## src/rtl/cpu_pkg.sv

```systemverilog
// Shared definitions for the multi-cycle CPU sequencer: opcodes, FSM state
// encoding and opcode-class helpers.
package cpu_pkg;

  localparam int ISA_OPW = 4;

  localparam logic [ISA_OPW-1:0] OP_ADD    = 4'h0;
  localparam logic [ISA_OPW-1:0] OP_PADDSB = 4'h1;
  localparam logic [ISA_OPW-1:0] OP_SUB    = 4'h2;
  localparam logic [ISA_OPW-1:0] OP_XOR    = 4'h3;
  localparam logic [ISA_OPW-1:0] OP_SLL    = 4'h4;
  localparam logic [ISA_OPW-1:0] OP_SRA    = 4'h5;
  localparam logic [ISA_OPW-1:0] OP_ROR    = 4'h6;
  localparam logic [ISA_OPW-1:0] OP_RED    = 4'h7;
  localparam logic [ISA_OPW-1:0] OP_LW     = 4'h8;
  localparam logic [ISA_OPW-1:0] OP_SW     = 4'h9;
  localparam logic [ISA_OPW-1:0] OP_LLB    = 4'hA;
  localparam logic [ISA_OPW-1:0] OP_LHB    = 4'hB;
  localparam logic [ISA_OPW-1:0] OP_B      = 4'hC;
  localparam logic [ISA_OPW-1:0] OP_BR     = 4'hD;
  localparam logic [ISA_OPW-1:0] OP_PCS    = 4'hE;
  localparam logic [ISA_OPW-1:0] OP_HLT    = 4'hF;

  typedef enum logic [2:0] {
    ST_IDLE   = 3'd0,
    ST_FETCH  = 3'd1,
    ST_DECODE = 3'd2,
    ST_EXEC   = 3'd3,
    ST_MEM    = 3'd4,
    ST_WB     = 3'd5,
    ST_HALT   = 3'd6
  } seq_state_t;

  function automatic logic is_alu_op(input logic [ISA_OPW-1:0] op);
    return ~op[ISA_OPW-1];
  endfunction

  function automatic logic is_mem_op(input logic [ISA_OPW-1:0] op);
    return (op == OP_LW) || (op == OP_SW);
  endfunction

  function automatic logic is_branch(input logic [ISA_OPW-1:0] op);
    return (op == OP_B) || (op == OP_BR);
  endfunction

endpackage

```

## src/rtl/cpu_seq_perf.sv

```systemverilog
// Free-running performance counters for the sequencer (active cycles and
// retired instructions). Present only when SEQ_PERF_CNT_EN is defined.
`ifdef SEQ_PERF_CNT_EN
module cpu_seq_perf (
  input  logic        clk,
  input  logic        rst_n,
  input  logic        active,
  input  logic        retire,
  output logic [31:0] cycle_cnt,
  output logic [31:0] instr_cnt
);

  // Both counters wrap naturally at 2**32.
  always_ff @(posedge clk or negedge rst_n) begin
    if (!rst_n) begin
      cycle_cnt <= '0;
      instr_cnt <= '0;
    end else begin
      if (active) cycle_cnt <= cycle_cnt + 32'd1;
      if (retire) instr_cnt <= instr_cnt + 32'd1;
    end
  end

endmodule
`endif

```

## src/rtl/cpu_sequencer.sv

```systemverilog
// Multi-cycle instruction sequencer: owns the shared memory port and the
// IR/PC/RF strobes. Optional perf counters under SEQ_PERF_CNT_EN.
//
// state  | meaning
// IDLE   | out of reset, start fetching next cycle
// FETCH  | instruction read at PC, wait for mem_ready
// DECODE | latch opcode, trap HLT
// EXEC   | ALU step; branches resolve and retire here
// MEM    | LW/SW data access, wait for mem_ready
// WB     | register-file write, retire
// HALT   | parked until reset (HLT or memory timeout)
module cpu_sequencer
  import cpu_pkg::*;
#(
  parameter int OPW          = 4,
  parameter int MEM_WAIT_MAX = 15,
  parameter int WAITW        = 4
) (
  input  logic           clk,
  input  logic           rst_n,
  input  logic [OPW-1:0] opcode,
  input  logic           br_taken,
  input  logic           mem_ready,
  output logic           mem_req,
  output logic           mem_we,
  output logic           mem_is_data,
  output logic           ir_load,
  output logic           pc_write,
  output logic           pc_src,
  output logic           rf_write,
  output logic           retire,
  output logic           halted,
`ifdef SEQ_PERF_CNT_EN
  output logic [31:0]    cycle_cnt,
  output logic [31:0]    instr_cnt,
`endif
  output logic           mem_err
);

  localparam logic [WAITW-1:0] WAIT_LAST = WAITW'(MEM_WAIT_MAX - 1);
  localparam logic [WAITW-1:0] WAIT_SAT  = WAITW'(MEM_WAIT_MAX);

  seq_state_t       state_q, state_d;
  logic [OPW-1:0]   op_q;
  logic [WAITW-1:0] wait_cnt_q, wait_cnt_d;
  logic             mem_err_q;
  logic             timeout;

  always_ff @(posedge clk or negedge rst_n) begin
    if (!rst_n) begin
      state_q    <= ST_IDLE;
      op_q       <= '0;
      wait_cnt_q <= '0;
      mem_err_q  <= 1'b0;
    end else begin
      state_q    <= state_d;
      wait_cnt_q <= wait_cnt_d;
      mem_err_q  <= mem_err_q | timeout;
      if (state_q == ST_DECODE) op_q <= opcode;
    end
  end

  always_comb begin
    state_d     = state_q;
    mem_req     = 1'b0;
    mem_we      = 1'b0;
    mem_is_data = 1'b0;
    ir_load     = 1'b0;
    pc_write    = 1'b0;
    pc_src      = 1'b0;
    rf_write    = 1'b0;
    retire      = 1'b0;
    halted      = 1'b0;
    timeout     = 1'b0;
    case (state_q)
      ST_IDLE: state_d = ST_FETCH;
      ST_FETCH: begin
        mem_req = 1'b1;
        if (mem_ready) begin
          ir_load  = 1'b1;
          pc_write = 1'b1;
          state_d  = ST_DECODE;
        end else if (wait_cnt_q >= WAIT_LAST) begin
          timeout = 1'b1;
          state_d = ST_HALT;
        end
      end
      ST_DECODE: begin
        if (opcode == OP_HLT) begin
          retire  = 1'b1;
          state_d = ST_HALT;
        end else begin
          state_d = ST_EXEC;
        end
      end
      ST_EXEC: begin
        if (is_branch(op_q)) begin
          pc_write = br_taken;
          pc_src   = 1'b1;
          retire   = 1'b1;
          state_d  = ST_FETCH;
        end else if (is_mem_op(op_q)) begin
          state_d = ST_MEM;
        end else begin
          state_d = ST_WB;
        end
      end
      ST_MEM: begin
        mem_req     = 1'b1;
        mem_is_data = 1'b1;
        mem_we      = (op_q == OP_SW);
        if (mem_ready) begin
          if (op_q == OP_SW) begin
            retire  = 1'b1;
            state_d = ST_FETCH;
          end else begin
            state_d = ST_WB;
          end
        end else if (wait_cnt_q >= WAIT_LAST) begin
          timeout = 1'b1;
          state_d = ST_HALT;
        end
      end
      ST_WB: begin
        rf_write = 1'b1;
        retire   = 1'b1;
        state_d  = ST_FETCH;
      end
      ST_HALT: halted = 1'b1;
      default: state_d = ST_IDLE;
    endcase
  end

  // Counts stalled request cycles of the current access; saturates after a trap.
  always_comb begin
    wait_cnt_d = wait_cnt_q;
    if (((state_d == ST_FETCH) || (state_d == ST_MEM)) && (state_d != state_q))
      wait_cnt_d = '0;
    else if (mem_req && mem_ready)
      wait_cnt_d = '0;
    else if (mem_req && (wait_cnt_q != WAIT_SAT))
      wait_cnt_d = wait_cnt_q + 1'b1;
  end

  assign mem_err = mem_err_q;

`ifdef SEQ_PERF_CNT_EN
  cpu_seq_perf u_perf (
    .clk       (clk),
    .rst_n     (rst_n),
    .active    ((state_q != ST_IDLE) && (state_q != ST_HALT)),
    .retire    (retire),
    .cycle_cnt (cycle_cnt),
    .instr_cnt (instr_cnt)
  );
`endif

endmodule

```

## config.mk

```make
export PLATFORM = sky130hd
export DESIGN_NAME = cpu_sequencer
export DESIGN_NICKNAME = d
export VERILOG_FILES = /design/src/rtl/cpu_pkg.sv /design/src/rtl/cpu_seq_perf.sv /design/src/rtl/cpu_sequencer.sv
export SDC_FILE = /design/constraint.sdc
export NUM_CORES = 1
export LEC_CHECK = 0
export CAP_MARGIN = 15
export CORE_MARGIN = 3
export CORE_UTILIZATION = 45
export DETAILED_ROUTE_END_ITERATION = 16
export GPL_ROUTABILITY_DRIVEN = 0
export PLACE_DENSITY = 0.72
export SKIP_CTS_REPAIR_TIMING = 1
export SLEW_MARGIN = 0
export SYNTH_ARGS = -nofsm -noshare
export SYNTH_HDL_FRONTEND = slang
export SYNTH_HIERARCHICAL = 1
export SYNTH_SLANG_ARGS = --single-unit
```

## constraint.sdc

```tcl
create_clock -name clk -period 4.7 [get_ports clk]
set_input_delay 0.94 -clock clk [delete_from_list [all_inputs] [get_ports clk]]
set_output_delay 0.94 -clock clk [all_outputs]
set_load 0.02 [all_outputs]
```

---- Word level (Yosys, flattened, before mapping) ----
Cells that the tools add are included.
word-level totals
  register bits after elaboration ......... 12
  input port bits ......................... 8
  word-level logic and storage cells ...... 61
cells by class
  add/sub/neg operators ................... 1
  order comparisons ....................... 1
  equality and inequality tests ........... 15
  mux-type cells .......................... 29
  bitwise gates (word level) .............. 1
  reduce and logical (&&, ||, !) cells .... 10
operators by type and width
  cell                 count
  $eq 4x4->1 const B   5
  $mux 3               6
  $pmux 3 s6           1
  $mux 1               17
  $eq 3x3->1 const B   4
  $mux 4               3
  $eq 3x1->1 const B   2
  $eq 3x2->1 const B   2
  $add 4x1->4 const B  1
  $ge 4x4->1 const B   1
  $ne 4x4->1 const B   1
  $pmux 1 s4           1
  $reduce_or 2->1      2
  $logic_and 1x1->1    3
  $logic_not 3->1      1
  $logic_or 1x1->1     3
  $ne 3x3->1           1
  $reduce_bool 3->1    1
  $pmux 1 s2           1
  $or 1x1->1           1

---- Depth between registers and ports, before layout ----
Gate-level depths: netlist of the first run.
  depth in word-level cells ............... 9
  gate-level depth with buffers ........... 7

---- Worst setup path before layout of the first run ----
Ideal clock, no wire load.
  kind .................................... reg-to-output
  start point ............................. reg op_q[1]
  end point ............................... out retire
  arrival time ............................ 1815 ps
  data required time ...................... 3760 ps
  setup slack ............................. 1945 ps
  cell stages (with the launch flop) ...... 5
  cell sequence ........................... dfrtp_1 -> and3b_1 -> nor4b_1 -> a221oi_1 -> nand2b_1
between the ends
  longest elaborated chain between the ends .. 4
RTL lines
  item                                        RTL line                                   source
  start, declared                             cpu_sequencer.sv:44                        logic [OPW-1:0] op_q;
  start signal, assigned                      cpu_sequencer.sv:59                        if (state_q == ST_DECODE) op_q <= opcode;
  $eq 4x4->1, on equally long branches        cpu_sequencer.sv:113, cpu_pkg.sv:43
  $mux 1 or $logic_or 1x1->1 (tied branches)  cpu_sequencer.sv:113, cpu_pkg.sv:43
  $mux 1, on equally long branches            cpu_sequencer.sv:112, cpu_sequencer.sv:97
  $pmux 1 s4 (*)                              cpu_sequencer.sv:75                        case (state_q)
  end, declared                               cpu_sequencer.sv:31                        output logic retire,
Mark *: on every way between the ends. The rest lies on a longest branch, timed or not.

---- Worst setup path after layout of the first run ----
  start point ............................. in opcode[2]
  end point ............................... out retire
between the ends
  longest elaborated chain between the ends .. 3
RTL lines
  item             RTL line             source
  start, declared  cpu_sequencer.sv:21  input logic [OPW-1:0] opcode,
  $eq 4x4->1       cpu_sequencer.sv:89  if (opcode == OP_HLT) begin
  $mux 1           cpu_sequencer.sv:89
  $pmux 1 s4       cpu_sequencer.sv:75
Every way passes these cells.

==> impl_metrics.csv, run 1 <==
group,metric,value,unit
run_status,outcome,"finished, final reports clean",
setup_path,r2r_end,"wait_cnt_q[2]",
setup_path,cp_cell_sequence,"clkdlybuf4s50_1 -> and4_1 -> a221oi_1 -> nand2b_1 -> clkdlybuf4s50_1",
power,combPwrFrac,54.0,%
routing,avgRoutedWirePerCell,13.7,microns
placed_design,dp.cells,121,
power,clkPwrFrac,13.6,%
setup_path,worst-path-max-fanout,3,
synth,synth_top_area_share,35.6,%
timing,fmax,290,MHz
layout,insertedDiodeCount,0,
die,start_util,48.3,%
synth,syn_area,843,sq um
die,design.core.area,0.00175,sq mm
power,peakVddDrop,332,uV
routing,viasPerCell,5.40,
cts,htree_levels,1,
power,power.density,552,mW/mm^2
setup_path,cp_data_required_time,3.76,ns
routing,drtPass1Iterations,2,
layout,stdcell_count,125,
layout,area_growth,25.4,%
routing,drt_wl_total,1.71,mm
cts,clock_sinks,12,
timing,tightest_slew,0.626,ns
global_routing,grtUsageTotal,16.0,%
die,die_x,49.3,microns
setup_path,slowest_stage,"clkdlybuf4s50_1",
worst_hold_path,hold_path_class,"register to register",
layout,num-nets-final,111,
synth,synthCells,82,
routing,ant_nets,0,
setup_path,crit_path_max_incr_delay,0.54,ns
routing,via_count,675,
job,maxCapViolCount,0,
routing,drc,0,
synth,synth_cell_types,44,
die,die-area,0.00243,sq mm
timing,rsz0062_at_grt,"false",
cts,clkTransAtPathRegs,0.07,ns
setup_path,reg2reg_slack,2.71,ns
routing,drt_iter0_drc,1,
die,num_rows,15,
cts,cts_tree,"done",
timing,setup_tns,0,ns
timing,final_max_slew_viol_count,0,
setup_path,crit_top_cell,"clkdlybuf4s50_1",
layout,drive_gt1_share,24.0,%
power,p_leak,0.494,nW
timing,clock_skew,0.00149,ns
cts,numCtsBuffers,3,
global_routing,grt_max_degree,14,
cts,clock_latency,0.27,ns
setup_path,crit_end,"retire",
routing,wl_met1,774,microns
synth,synth-edff-count,0,
synth,synth.area.top_cells,"dfrtp_1 36%, mux2_2 5.3%, nor3b_2 4.5%",
routing,top_layer_used,"met3",
die,pin_count,18,
routing,wl_met2,864,microns
synth,ys_ff_latch,12,
timing,slew_headroom,58.0,%
synth,synth_area_per_cell,10.3,sq um
global_routing,antenna_found_initial,0,
setup_path,cp.arrival,2.51,ns
cts,clk_path_buf_depth,2,
layout,finalInstanceArea,0.00106,sq mm
timing,post-route-period-util,73.4,%
global_routing,globalRouteOverflowTotal,0,
placed_design,dp_hpwl,1.39,mm
synth,yosysSeqAreaShare,35.6,%
synth,syn-num-nets,92,
power,p_sw,0.241,mW
synth,synthArstFlopShare,100,%
setup_path,timing.rr.start,"wait_cnt_q[0]",
timing,period_minus_slack,3.45,ns
power,power.share.switching,41.2,%
layout,n_fill_cell,157,
timing,setup_viol,0,
synth,synthFlopType,"dfrtp_1",
cts,cts_root_buf,"clkbuf_4",
synth,yosysTopAreaCell,"dfrtp_1",
setup_path,worstSetupStartpoint,"opcode[2]",
timing,hold_viol,0,
placed_design,io_buffers,17,
placed_design,dpl_cell_area,0.00102,sq mm
setup_path,worst_setup_path_end_kind,"output pin",
setup_path,r2r_cells,7,
global_routing,grt_pass1_wl,3.07,mm
setup_path,crit_type,"primary input to output pin",
power,power_frac_seq,32.4,%
routing,wl_met3,71,microns
power,cellInternalPower,0.343,mW
die,die_h,49.3,microns
synth,yosys_warnings,6,
global_routing,grt_pass1_vias,701,
setup_path,start_kind,"primary input",
## power by group through the flow
| stage | combinational (mW) | clock [mW] | sequential, mW |
|---|---|---|---|
| 2_1_floorplan | 0.266 | 0 | 0.159 |
| 3_3_place_gp | 0.313 | 0 | 0.190 |
| 3_5_place_dp | 0.316 | 0 | 0.192 |
| 4_1_cts | 0.317 | 0.0822 | 0.190 |
| 5_1_grt | 0.347 | 0.0891 | 0.199 |
| 6_report | 0.315 | 0.0796 | 0.189 |
## sequential cells by signal (all words and copies together) (netlist names)
name and flops:
mem_err 1, op_q 4, state_q 3, wait_cnt_q 4
## cells in the mapped netlist (all sizes together) (2+ instances only)
cell type and count:
and4bb 2, nand2 5, ha 2, nand3 3, a211o 2, mux2 4, dfrtp 12, and3 2
xnor2 3, nor2 6, buf 3, inv 4, nand2b 2, nor3b 3, a221oi 2, o21ai 4
a21o 3, or3b 2, and2 3, nor2b 2
## layout by cell type, fill, tap and decap left out, types with 2 or more instances in the layout
master           netlist  final
a21o_2                 2      2
nor2_1                 5      5
ha_1                   2      2
xnor2_1                3      3
inv_1                  3      3
nor3b_2                3      3
and2_1                 2      2
nand2b_1               2      2
dfrtp_1               12     12
clkbuf_4               0      3
mux2_2                 4      4
o21ai_0                3      3
nand3_1                3      3
clkdlybuf4s50_1        0     17
nand2_1                5      5
a221oi_1               2      2
and3_1                 2      2
## stage by stage
stage	total power, mW	utilization [%]	hold WS [ns]	setup slack [ns]
floorplan	0.425	-	0.473	1.94
global placement	0.503	58.5	0.451	1.29
detailed placement	0.508	58.5	0.468	1.23
CTS	0.588	60.6	0.485	1.24
global route	0.636	60.6	0.511	1.16
finish	0.584	60.6	0.472	1.25
## routing by layer
metal / vias to the layer above / global-route usage (%)
met5: - / 0
met4: 0 / 1.90
met3: 0 / 5.81
met2: 10 / 27.5
met1: 329 / 19.5
li1: 336 / -
## cell families after synthesis
| family | share of synthesized area, % |
|---|---|
| simple gates | 30.0 |
| compound gates | 16.8 |
| flops | 35.6 |
| buf+inv | 4.60 |
| mux | 6.97 |
| xor+xnor | 3.12 |
| fa+ha+maj | 2.97 |
## how the worst min path moves through the flow
stage	from	slack [ns]	depth (start not counted)	to
4_1_cts	mem_err	0.49	1	mem_err
2_1_floorplan	op_q[0]	0.47	1	op_q[0]
5_1_grt	mem_err	0.51	1	mem_err
3_3_place_gp	mem_err	0.45	1	mem_err
6_report	mem_err	0.47	1	mem_err
3_5_place_dp	mem_err	0.47	1	mem_err
## worst max-delay path, delay by kind of cell
family	cells	cell delay (ns)
buf+inv	2	0.96
simple gates	2	0.33
compound gates	1	0.29
## final cells by class
class,instances,area [sq um],area share (%)
clock buffers,4,36.3,3.43
inverters,4,15.0,1.42
flip-flops and latches,12,300,28.4
multi-input cells,63,504,47.7
repair buffers,17,170,16.1
well taps,25,31.3,2.96
Power figures use the tool's default switching activity.
==> inputs of run 2 (changes only) <==
==> constraint.sdc (replaced) <==
create_clock -name clk -period 3.4 [get_ports clk]
set_input_delay 0.68 -clock clk [delete_from_list [all_inputs] [get_ports clk]]
set_output_delay 0.68 -clock clk [all_outputs]
set_load 0.02 [all_outputs]
==> impl_metrics.csv, run 2 (same netlist as run 1, synthesis figures left out) <==
group,metric,value,unit
timing,period_minus_slack,3.03,ns
timing,setup_ws,0.369,ns
layout,reg_top3,"op_q: 4 flops, wait_cnt_q: 4 flops, state_q: 3 flops",
timing,setup_tns,0,ns
routing,drtPass1Iterations,4,
run_status,outcome,"finished, final reports clean",
timing,fmax,330,MHz
power,peakVddDrop,406,uV
worst_hold_path,hold_path_class,"register to register",
routing,ant_nets,0,
power,power.total,0.813,mW
layout,num-nets-final,112,
routing,avgRoutedWirePerCell,13.6,microns
die,design.core.area,0.00175,sq mm
global_routing,grt_pass1_wl,3.01,mm
global_routing,grtUsageTotal,15.7,%
layout,layout_common_cells,"17 x clkdlybuf4s50_1, 12 x dfrtp_1, 5 x nand2_1, 5 x nor2_1, 4 x mux2_2",
layout,fin_util,61.0,%
routing,drt_wl_total,1.72,mm
layout,area_growth,26.3,%
die,start_util,48.3,%
routing,drt_iter0_drc,14,
die,pin_count,18,
die,die_h,49.3,microns
setup_path,worst-path-max-fanout,13,
global_routing,grt_pass1_vias,638,
setup_path,worst_setup_path_end_kind,"output pin",
placed_design,dp_hpwl,1.34,mm
timing,tightest_slew,0.529,ns
routing,via_count,657,
placed_design,pre_cts_ws,0.458,ns
die,num_rows,15,
job,maxCapViolCount,0,
routing,viasPerCell,5.21,
timing,rsz0062_at_grt,"false",
setup_path,cp_cell_sequence,"or3b_4 -> inv_2 -> and2_1 -> a221oi_1 -> nand2b_1 -> clkdlybuf4s50_1",
setup_path,crit_type,"register to output pin",
setup_path,crit_buf_inv,2,
cts,clkTransAtPathRegs,0.07,ns
timing,slew_headroom,64.6,%
cts,clock_latency,0.27,ns
routing,drc,0,
cts,htree_levels,1,
timing,post-route-period-util,89.2,%
setup_path,crit_path_max_incr_delay,0.60,ns
timing,clock_skew,0.00311,ns
setup_path,cp_data_required_time,2.72,ns
layout,drive_gt1_share,24.8,%
global_routing,globalRouteOverflowTotal,0,
global_routing,antenna_found_initial,0,
timing,final_max_slew_viol_count,0,
power,p_leak,0.499,nW
die,die_x,49.3,microns
setup_path,slowest_stage,"clkdlybuf4s50_1",
setup_path,crit_family,"simple AND/OR/NAND/NOR gates",
layout,final_common_cell,"clkdlybuf4s50_1",
layout,insertedDiodeCount,0,
die,die-area,0.00243,sq mm
cts,numCtsBuffers,3,
cts,cts_root_buf,"clkbuf_4",
setup_path,cp.arrival,2.35,ns
power,power.density,764,mW/mm^2
setup_path,start_kind,"register",
timing,setup_viol,0,
global_routing,grt_max_degree,14,
timing,hold_viol,0,
placed_design,io_buffers,17,
cts,clock_sinks,12,
cts,clk_path_buf_depth,2,
cts,cts_tree,"done",
-- run 2: final timing paths --
check | startpoint | endpoint | slack [ns] | cells after the start
worst max-delay path | state_q[2] | retire | 0.37 | 6
worst min-delay path | mem_err | mem_err | 0.47 | 1
max in group asynchronous | rst_n | op_q[2] | 2.29 | 1
min in group asynchronous | rst_n | state_q[0] | 0.75 | 1
worst max register to register | wait_cnt_q[0] | wait_cnt_q[0] | 1.45 | 7
worst min register to register | mem_err | mem_err | 0.47 | 1
-- run 2: area by class of cell --
class | count | area, sq um
tap | 25 | 31.3
clock buffer | 4 | 36.3
timing repair buffer | 18 | 178
multi-input combinational | 63 | 504
sequential | 12 | 300
inverter | 4 | 15.0
fill | 150 | 681
-- run 2: metal layers --
metal | part of all wire [%] | vias up | GRT usage, %
met5 | 0 | - | 0
met4 | 0 | 0 | 1.90
met3 | 4.6 | 0 | 5.81
met2 | 49 | 16 | 25.0
met1 | 47 | 305 | 20.8
li1 | - | 336 | -
-- run 2: power breakdown --
group / switching (mW) / internal [mW] / total, mW
clock network: 0.0455 / 0.0651 / 0.111
logic: 0.219 / 0.221 / 0.440
registers: 0.0715 / 0.192 / 0.263
-- run 2: metrics by stage --
step | instances | area, sq um | hold WS (ns)
after floorplan | 82 | 843 | 0.384
after global placement | 122 | 1030 | 0.450
after detailed placement | 122 | 1030 | 0.465
after CTS | 126 | 1060 | 0.482
after global routing | 126 | 1060 | 0.497
final | 126 | 1060 | 0.474
==> inputs of run 3 (changes only) <==
--- a/config.mk
+++ b/config.mk
@@ -7,13 +7,13 @@
 export LEC_CHECK = 0
 export CAP_MARGIN = 15
 export CORE_MARGIN = 3
-export CORE_UTILIZATION = 45
+export CORE_UTILIZATION = 25
 export DETAILED_ROUTE_END_ITERATION = 16
 export GPL_ROUTABILITY_DRIVEN = 0
-export PLACE_DENSITY = 0.72
 export SKIP_CTS_REPAIR_TIMING = 1
 export SLEW_MARGIN = 0
 export SYNTH_ARGS = -nofsm -noshare
 export SYNTH_HDL_FRONTEND = slang
 export SYNTH_HIERARCHICAL = 1
 export SYNTH_SLANG_ARGS = --single-unit
+export TNS_END_PERCENT = 30
==> constraint.sdc (replaced) <==
create_clock -name clk -period 3.4 [get_ports clk]
set_input_delay 1.02 -clock clk [delete_from_list [all_inputs] [get_ports clk]]
set_output_delay 1.02 -clock clk [all_outputs]
set_load 0.02 [all_outputs]
==> impl_metrics.csv, run 3 (same netlist as run 1, synthesis figures left out) <==
group,metric,value,unit
run_status,outcome,"finished, final reports clean",
layout,stdcell_count,148,
global_routing,grt_pass1_wl,3.42,mm
setup_path,cp.arrival,2.33,ns
setup_path,crit_type,"primary input to output pin",
layout,n_fill_cell,316,
cts,htree_levels,1,
routing,avgRoutedWirePerCell,12.9,microns
timing,setup_tns,0,ns
timing,rsz0062_at_grt,"false",
routing,drtPass1Iterations,4,
timing,clock_skew,0.00249,ns
layout,layout_common_cells,"15 x clkdlybuf4s50_1, 12 x dfrtp_1, 5 x nand2_1, 5 x nor2_1",
setup_path,worst-path-max-fanout,3,
power,peakVddDrop,245,uV
die,design.core.area,0.00313,sq mm
die,die-area,0.00411,sq mm
power,power.total,0.828,mW
job,maxCapViolCount,0,
placed_design,io_buffers,17,
routing,via_count,696,
cts,cts_tree,"done",
timing,period_minus_slack,3.35,ns
power,power.density,738,mW/mm^2
placed_design,dpl_cell_area,0.00107,sq mm
setup_path,start_kind,"primary input",
placed_design,dp_hpwl,1.48,mm
setup_path,worst_setup_path_end_kind,"output pin",
cts,clock_latency,0.27,ns
timing,hold_viol,0,
timing,final_max_slew_viol_count,0,
die,pin_count,18,
layout,drive_gt1_share,27.9,%
timing,slew_headroom,59.8,%
cts,clkTransAtPathRegs,0.08,ns
routing,drt_wl_total,1.91,mm
global_routing,grtUsageTotal,10.6,%
cts,cts_root_buf,"clkbuf_4",
cts,clock_sinks,12,
layout,final_common_cell,"clkdlybuf4s50_1",
worst_hold_path,hold_path_class,"register to register",
routing,drt_iter0_drc,26,
layout,num-nets-final,115,
die,num_rows,20,
setup_path,cp_data_required_time,2.38,ns
placed_design,dp.cells,144,
global_routing,antenna_found_initial,0,
layout,area_growth,33.1,%
routing,ant_nets,0,
layout,seqCellArea,300,sq um
routing,viasPerCell,4.70,
layout,reg_top3,"op_q: 4 flops, wait_cnt_q: 4 flops, state_q: 3 flops",
timing,setup_viol,0,
global_routing,globalRouteOverflowTotal,0,
timing,fmax,298,MHz
timing,hold-worst-slack,0.472,ns
die,die_h,64.1,microns
global_routing,grt_pass1_vias,749,
die,start_util,27.0,%
global_routing,grt_max_degree,13,
layout,multi_input_area,510,sq um
layout,insertedDiodeCount,0,
routing,drc,0,
cts,numCtsBuffers,3,
power,p_leak,0.547,nW
timing,post-route-period-util,98.5,%
timing,tightest_slew,0.601,ns
cts,clk_path_buf_depth,2,
die,die_x,64.1,microns
layout,finalInstanceArea,0.00112,sq mm
run 3: changes by cell type in the layout (fill, tap and decap cells not counted):
cell	delta
buf_4	+3
clkdlybuf4s50_1	-2
dlymetal6s2s_1	+2
nor4b_1	-1
nor4b_2	+1
run 3: worst paths after layout:
check / slack [ns] / end / cells past startpoint / start
setup / recovery: 0.05 / ir_load / 3 / mem_ready
hold / removal: 0.47 / mem_err / 1 / mem_err
setup reg to reg: 1.43 / wait_cnt_q[1] / 7 / wait_cnt_q[0]
hold reg to reg: 0.47 / mem_err / 1 / mem_err
max in group asynchronous: 1.89 / wait_cnt_q[0] / 1 / rst_n
min in group asynchronous: 1.13 / state_q[0] / 1 / rst_n
run 3: report_power, final:
part / total, mW / internal [mW] / switching, mW / leakage (nW)
registers: 0.253 / 0.192 / 0.0616 / 0.153
logic: 0.462 / 0.226 / 0.235 / 0.373
clock network: 0.114 / 0.0650 / 0.0485 / 0.0210
total: 0.828 / 0.483 / 0.345 / 0.547
run 3: cell type report:
type	count	area share, %
Sequential cell	12	26.8
Timing Repair Buffer	21	18.3
Inverter	4	1.34
Tap cell	44	4.91
Multi-Input combinational cell	63	45.5
Clock buffer	4	3.23
run 3: routing by layer:
| metal | up-vias | part of all wire (%) | track usage [%] |
|---|---|---|---|
| met5 | - | 0 | 0 |
| met4 | 0 | 2.2 | 6.74 |
| met3 | 4 | 3.0 | 2.28 |
| met2 | 13 | 50 | 17.2 |
| met1 | 338 | 45 | 12.7 |
| li1 | 341 | - | - |
run 3: worst max-delay path, cell delays in order:
cell and delay (ns):
clkdlybuf4s50_1 0.53, and2_1 0.17, clkdlybuf4s50_1 0.61
run 3: stage by stage:
stage	setup slack, ns	utilization [%]
final	0.0494	35.9
after global routing	0.0149	35.9
after CTS	-0.187	35.5
after detailed placement	-0.187	34.4
after global placement	-0.181	34.4
after floorplan	0.565	-
